File: config.mk
export PLATFORM = sky130hd
export DESIGN_NAME = car_storage_manager
export DESIGN_NICKNAME = d
export VERILOG_FILES = /design/src/rtl/car_park_pkg.sv /design/src/rtl/free_slot_finder.sv /design/src/rtl/car_storage_manager.sv
export SDC_FILE = /design/constraint.sdc
export NUM_CORES = 1
export LEC_CHECK = 0
export CELL_PAD_IN_SITES_DETAIL_PLACEMENT = 1
export CELL_PAD_IN_SITES_GLOBAL_PLACEMENT = 1
export CORE_MARGIN = 3
export CORE_UTILIZATION = 39
export DETAILED_ROUTE_END_ITERATION = 16
export HOLD_SLACK_MARGIN = 0.12
export PLACE_DENSITY_LB_ADDON = 0.12
export SYNTH_ARGS = -nofsm -noshare
export SYNTH_HDL_FRONTEND = slang
export SYNTH_SLANG_ARGS = --single-unit
File: constraint.sdc
create_clock -name clk -period 3.1 [get_ports clk]
set_input_delay 0.465 -clock clk [delete_from_list [all_inputs] [get_ports clk]]
set_output_delay 0.465 -clock clk [all_outputs]
set_load 0.01 [all_outputs]
File: src/rtl/car_park_pkg.sv
// Shared definitions for the car park slice: slot geometry, lift timing and
// the FSM state encoding used by the storage manager and the select-car
// controller.
package car_park_pkg;

    localparam int NUM_SLOTS   = 24;   // number of parking slots
    localparam int ADDR_W      = 5;    // slot address width
    localparam int MOVE_CYCLES = 100;  // clock cycles per lift move (>= 1)
    localparam int CNT_W       = 8;    // move-timer width, 2**CNT_W > MOVE_CYCLES

    typedef enum logic [1:0] {
        IDLE     = 2'd0,
        MOVE_IN  = 2'd1,
        MOVE_OUT = 2'd2,
        COMMIT   = 2'd3
    } park_state_t;

endpackage

File: src/rtl/free_slot_finder.sv
// Combinational priority encoder that finds the lowest free parking slot.
// Ports:
//   car_storage      in   occupancy bitmap, bit i = 1 means slot i occupied
//   found            out  at least one slot is free
//   lowest_free_addr out  index of the lowest free slot (0 when none found)
module free_slot_finder #(
    parameter int NUM_SLOTS = car_park_pkg::NUM_SLOTS,
    parameter int ADDR_W    = car_park_pkg::ADDR_W
) (
    input  logic [NUM_SLOTS-1:0] car_storage,
    output logic                 found,
    output logic [ADDR_W-1:0]    lowest_free_addr
);

    // Scan from the top down so the lowest free index is the last one written.
    always_comb begin
        found            = 1'b0;
        lowest_free_addr = '0;
        for (int i = NUM_SLOTS - 1; i >= 0; i--) begin
            if (!car_storage[i]) begin
                found            = 1'b1;
                lowest_free_addr = ADDR_W'(i);
            end
        end
    end

endmodule

File: src/rtl/car_storage_manager.sv
// Owns the slot occupancy bitmap. Park requests auto-allocate the lowest free
// slot, retrieve requests free the addressed slot; each accepted request runs
// a timed lift move and the bitmap is committed only when the move finishes.
// Ports:
//   clk, rst        clock (rising edge), synchronous active-low reset
//   park_req        pulse: park an incoming car
//   retrieve_req    pulse: retrieve the car at retrieve_addr
//   retrieve_addr   slot to retrieve
//   car_storage     registered occupancy bitmap
//   car_count       registered number of occupied slots
//   full, empty     decoded from car_count
//   busy            lift move in progress
//   target_addr     slot being serviced, holds while idle
//   done            one-cycle pulse when a move commits
//   reject          one-cycle pulse when a request is refused
module car_storage_manager #(
    parameter int NUM_SLOTS   = car_park_pkg::NUM_SLOTS,
    parameter int ADDR_W      = car_park_pkg::ADDR_W,
    parameter int MOVE_CYCLES = car_park_pkg::MOVE_CYCLES,
    parameter int CNT_W       = car_park_pkg::CNT_W
) (
    input  logic                 clk,
    input  logic                 rst,
    input  logic                 park_req,
    input  logic                 retrieve_req,
    input  logic [ADDR_W-1:0]    retrieve_addr,
    output logic [NUM_SLOTS-1:0] car_storage,
    output logic [ADDR_W-1:0]    car_count,
    output logic                 full,
    output logic                 empty,
    output logic                 busy,
    output logic [ADDR_W-1:0]    target_addr,
    output logic                 done,
    output logic                 reject
);
    import car_park_pkg::*;

    // The bitmap is widened to the full address space so that indexing with
    // any address is always in range; the extra bits read as unoccupied.
    localparam int                WIDE_W  = 2 ** ADDR_W;
    localparam logic [ADDR_W:0]   SLOTS_A = (ADDR_W + 1)'(NUM_SLOTS);

    park_state_t           state_reg,   state_next;
    logic [CNT_W-1:0]      timer_reg,   timer_next;
    logic [NUM_SLOTS-1:0]  storage_reg, storage_next;
    logic [ADDR_W-1:0]     count_reg,   count_next;
    logic [ADDR_W-1:0]     target_reg,  target_next;
    logic                  done_reg,    done_next;
    logic                  reject_reg,  reject_next;

    logic [WIDE_W-1:0]     storage_wide;
    logic [WIDE_W-1:0]     storage_upd;
    logic                  slot_found;
    logic [ADDR_W-1:0]     free_addr;
    logic                  retrieve_ok;
    logic                  is_full;

    free_slot_finder #(
        .NUM_SLOTS (NUM_SLOTS),
        .ADDR_W    (ADDR_W)
    ) u_free_slot_finder (
        .car_storage      (storage_reg),
        .found            (slot_found),
        .lowest_free_addr (free_addr)
    );

    assign is_full      = (count_reg == ADDR_W'(NUM_SLOTS));
    assign storage_wide = WIDE_W'(storage_reg);
    assign retrieve_ok  = retrieve_req && ({1'b0, retrieve_addr} < SLOTS_A)
                          && storage_wide[retrieve_addr];

    always_comb begin
        state_next   = state_reg;
        timer_next   = timer_reg;
        storage_next = storage_reg;
        count_next   = count_reg;
        target_next  = target_reg;
        done_next    = 1'b0;
        reject_next  = 1'b0;
        storage_upd  = storage_wide;

        case (state_reg)
            IDLE: begin
                if (retrieve_ok) begin
                    // A simultaneous park is dropped and reported as refused.
                    target_next = retrieve_addr;
                    timer_next  = CNT_W'(MOVE_CYCLES - 1);
                    state_next  = MOVE_OUT;
                    reject_next = park_req;
                end else if (park_req && !is_full && slot_found) begin
                    // A refused retrieve in the same cycle still reports reject.
                    target_next = free_addr;
                    timer_next  = CNT_W'(MOVE_CYCLES - 1);
                    state_next  = MOVE_IN;
                    reject_next = retrieve_req;
                end else begin
                    reject_next = park_req | retrieve_req;
                end
            end
            MOVE_IN, MOVE_OUT: begin
                reject_next = park_req | retrieve_req;
                if (timer_reg == '0) begin
                    // Occupancy lands on the edge entering COMMIT so that it
                    // is visible together with done during the COMMIT cycle.
                    storage_upd[target_reg] = (state_reg == MOVE_IN);
                    storage_next = storage_upd[NUM_SLOTS-1:0];
                    count_next   = (state_reg == MOVE_IN) ? count_reg + 1'b1
                                                          : count_reg - 1'b1;
                    done_next    = 1'b1;
                    state_next   = COMMIT;
                end else begin
                    timer_next = timer_reg - 1'b1;
                end
            end
            COMMIT: begin
                reject_next = park_req | retrieve_req;
                state_next  = IDLE;
            end
            default: state_next = IDLE;
        endcase
    end

    always_ff @(posedge clk) begin
        if (!rst) begin
            state_reg   <= IDLE;
            timer_reg   <= '0;
            storage_reg <= '0;
            count_reg   <= '0;
            target_reg  <= '0;
            done_reg    <= 1'b0;
            reject_reg  <= 1'b0;
        end else begin
            state_reg   <= state_next;
            timer_reg   <= timer_next;
            storage_reg <= storage_next;
            count_reg   <= count_next;
            target_reg  <= target_next;
            done_reg    <= done_next;
            reject_reg  <= reject_next;
        end
    end

    assign car_storage = storage_reg;
    assign car_count   = count_reg;
    assign full        = is_full;
    assign empty       = (count_reg == '0);
    assign busy        = (state_reg == MOVE_IN) || (state_reg == MOVE_OUT);
    assign target_addr = target_reg;
    assign done        = done_reg;
    assign reject      = reject_reg;

endmodule

==> reports/results.txt <==
Register Area = 920.9 um2
depth of the worst register-to-register path = 6
Syn. warnings = 0
Placeable Area = 0.006944 mm2
cts hold-fix bufs = 0
capture instance of the worst register-to-register path = timer_reg[3]$_SDFFE_PN0P_
total negative slack for setup checks = 0 ns
number of antenna violations at the first check in global routing = 0
final hold vios = 0
number of enable-type register cells in the synthesized netlist = 0
prevailing post-synth register cell = dfxtp_1
path type of the worst min-delay path = reg -> reg
most frequently used cell type in the post-synthesis netlist = dfxtp_1
result of the run = finished clean
post-synthesis mux area share = 7.121%
worst vdd ir = 0.3584 mV
share of final-layout standard cells stronger than drive strength 1 = 10.54%
CTS tree = yes
Max Clock Freq = 385.2 MHz
number of detailed-routing iterations run before antenna repair = 4
remaining number of nets flagged by the antenna check after routing = 0
kind of launch point of the worst setup path = flip-flop
cell types occupying the most area after synthesis = dfxtp_1 (32%), a21oi_1 (7.0%), mux2i_1 (6.3%)
filler cell count in the final layout = 854
type of element capturing the critical path = flip-flop
Resize count post-CTS = 0
synth-to-layout area growth = 26.20%
Final min period = 2.596 ns
startpoint of the worst-slack reg-to-reg timing path = car_storage[10]$_SDFFE_PN0P_
static leakage power = 1.281 nW
vias in the first global route = 3056
reg2reg setup slack = 0.50 ns
main combinational cell family by area after synthesis = compound AO/OA/AOI/OAI gates
list of most frequent post-synthesis cells = dfxtp_1 (46), a21oi_1 (40), o21ai_0 (28)
total via count in the routed design = 2996
number of nets in the synthesized netlist = 370
critical path arrival = 2.85 ns
number of design rule violations left after detail routing = 0
relative slew slack = 62.07%
HP Start = state_reg[0]$_SDFFE_PN0P_
setup skew after layout = 0.003901 ns
hold-critical path endpoint = state_reg[0]$_SDFFE_PN0P_
Setup Viol. Count Final = 0
kind of critical path = reg -> reg
sequential share of the synthesized area = 32.35%
number of DRC markers in iteration 0 = 196
final wirelength = 9.617 mm
CTS Sinks = 46
Starting Density = 40.99%
max-cap violations = 0
total CTS buffers = 5
cell type contributing the most total cell area after synthesis = dfxtp_1
clock network latency to the later pin of the worst-skew pair = 0.31 ns
post-synthesis area per instance = 8.087 um2
fraction of synthesized cell area taken by the top area cell type = 32.35%
die outline area = 0.008359 mm2
largest net degree at the start of global routing = 26
number of H-tree levels = 2
final weighted congestion in routability-driven placement = 0.8635
buffer type at the clock tree root = clkbuf_8
critical path data required time = 3.35 ns
deepest clock path buffer count = 2
worst-margin pin slew = 0.5639 ns
power density cells = 681.8 mW/mm2
count of pins over their slew limit = 0
number of setup buffers added after CTS = 0
crit share post-route = 83.74%
cell depth of the worst min-delay path = 2
xor-xnor portion of the synthesized cell area = 1.231%
port bufs = 47
max FFs per register = 24
synthesized flop and latch total = 46
compound-gate portion of the synthesized area = 26.42%
per-cell via count in the routed design = 5.944
global router's overall resource usage = 23.73%
Critical Path Fanout Max = 7
post-synthesis share of cell area spent on and, or, nand and nor gates = 23.30%
DR WL/cell = 19.08 um
DIE HEIGHT = 91.43 um
die outline width = 91.43 um
unique cell type count in the Yosys netlist = 56
multi-input logic area = 0.001773 mm2
Async S/R FF share, synth = 0%
first-pass GRT wire length = 15.96 mm
antenna cell count = 0
Fin Hold WS = 0.5025 ns
post-synthesis instance area = 0.002846 mm2
remaining global-route overflow = 0
fin nets = 425
DP Wirelength = 7.289 mm
Util after Layout = 51.73%
Clock transition at path regs = 0.09 ns
synthesized netlist cell count = 352
cell row count = 30
post-synthesis share of cell area spent on full adders, half adders and majority gates = 4.220%
Top Ports = 48
RSZ-0062 raised after global routing = no
==> metal layers <==
layer	vias up	track usage [%]	part of all wire, %
met3	10	4.060	5.8
met5	-	0	0
met1	1484	32.86	46
li1	1421	-	-
met2	81	37.86	47
met4	0	6.407	1.2
==> cell usage in the layout (no fill, tap or decap), drive strengths merged, types with 3 or more instances in the layout <==
cell type / netlist / layout
inv: 19 / 19
a21oi: 40 / 40
ha: 8 / 8
nor2: 23 / 23
a311oi: 8 / 8
nor4: 6 / 6
o221a: 3 / 3
a21o: 3 / 3
nor3: 6 / 6
nand4: 10 / 10
nand2: 26 / 26
a21boi: 3 / 3
or3: 24 / 24
nand3: 8 / 8
nor2b: 4 / 4
nand2b: 3 / 3
nand3b: 3 / 3
clkbuf: 15 / 6
clkdlybuf4s50: 0 / 47
mux2i: 18 / 18
o211ai: 4 / 4
o21ai: 28 / 28
buf: 4 / 20
o2111ai: 3 / 3
and2: 3 / 3
dfxtp: 46 / 46
==> logic make-up after synthesis <==
kind of cell / count (synthesis)
compound gates: 114
xor+xnor: 4
fa+ha+maj: 9
buf+inv: 38
flops: 46
mux: 19
simple gates: 122
==> critical path, cell delays in order (launching register included) <==
cell and delay [ns]:
dfxtp_1 0.49, nand4_2 0.19, or4_4 0.60, o311ai_4 0.39, nand2_1 0.27, nor2_1 0.35
o221a_2 0.25
==> metrics by stage <==
stage	power, W	setup WS (ns)	area [um2]	cells
floorplan	0.001613	0.6528	2846	352
global placement	0.002019	0.2715	3506	496
global route	0.002637	0.3474	3592	504
finish	0.002449	0.5040	3592	504
detailed placement	0.002065	0.1979	3506	496
CTS	0.002452	0.5188	3592	504
==> worst max-delay path by stage <==
stage / to / cells after the start / from
finish: timer_reg[3]$_SDFFE_PN0P_ / 6 / car_storage[10]$_SDFFE_PN0P_
global route: target_addr[2]$_SDFFE_PN0P_ / 8 / retrieve_addr[1]
CTS: target_addr[2]$_SDFFE_PN0P_ / 8 / retrieve_addr[1]
detailed placement: target_addr[2]$_SDFFE_PN0P_ / 8 / retrieve_addr[1]
global placement: target_addr[2]$_SDFFE_PN0P_ / 8 / retrieve_addr[1]
floorplan: car_count[4]$_SDFFE_PN0P_ / 11 / state_reg[1]$_SDFFE_PN0P_
==> where the power goes <==
part	internal (W)	total [W]	switching, W
Sequential	0.000693	0.000833	0.000140
Combinational	0.000550	0.00123	0.000682
Clock	0.000160	0.000385	0.000225
Total	0.00140	0.00245	0.00105
==> cell type report <==
| class | count | area share (%) |
|---|---|---|
| clock buffers | 6 | 2.020 |
| repair buffers | 67 | 17.28 |
| inverters | 19 | 1.985 |
| flip-flops and latches | 46 | 25.64 |
| well taps | 96 | 3.344 |
| multi-input cells | 268 | 49.36 |
| clock inverters | 2 | 0.3831 |
Note: power is estimated with default switching activity, not from simulation.
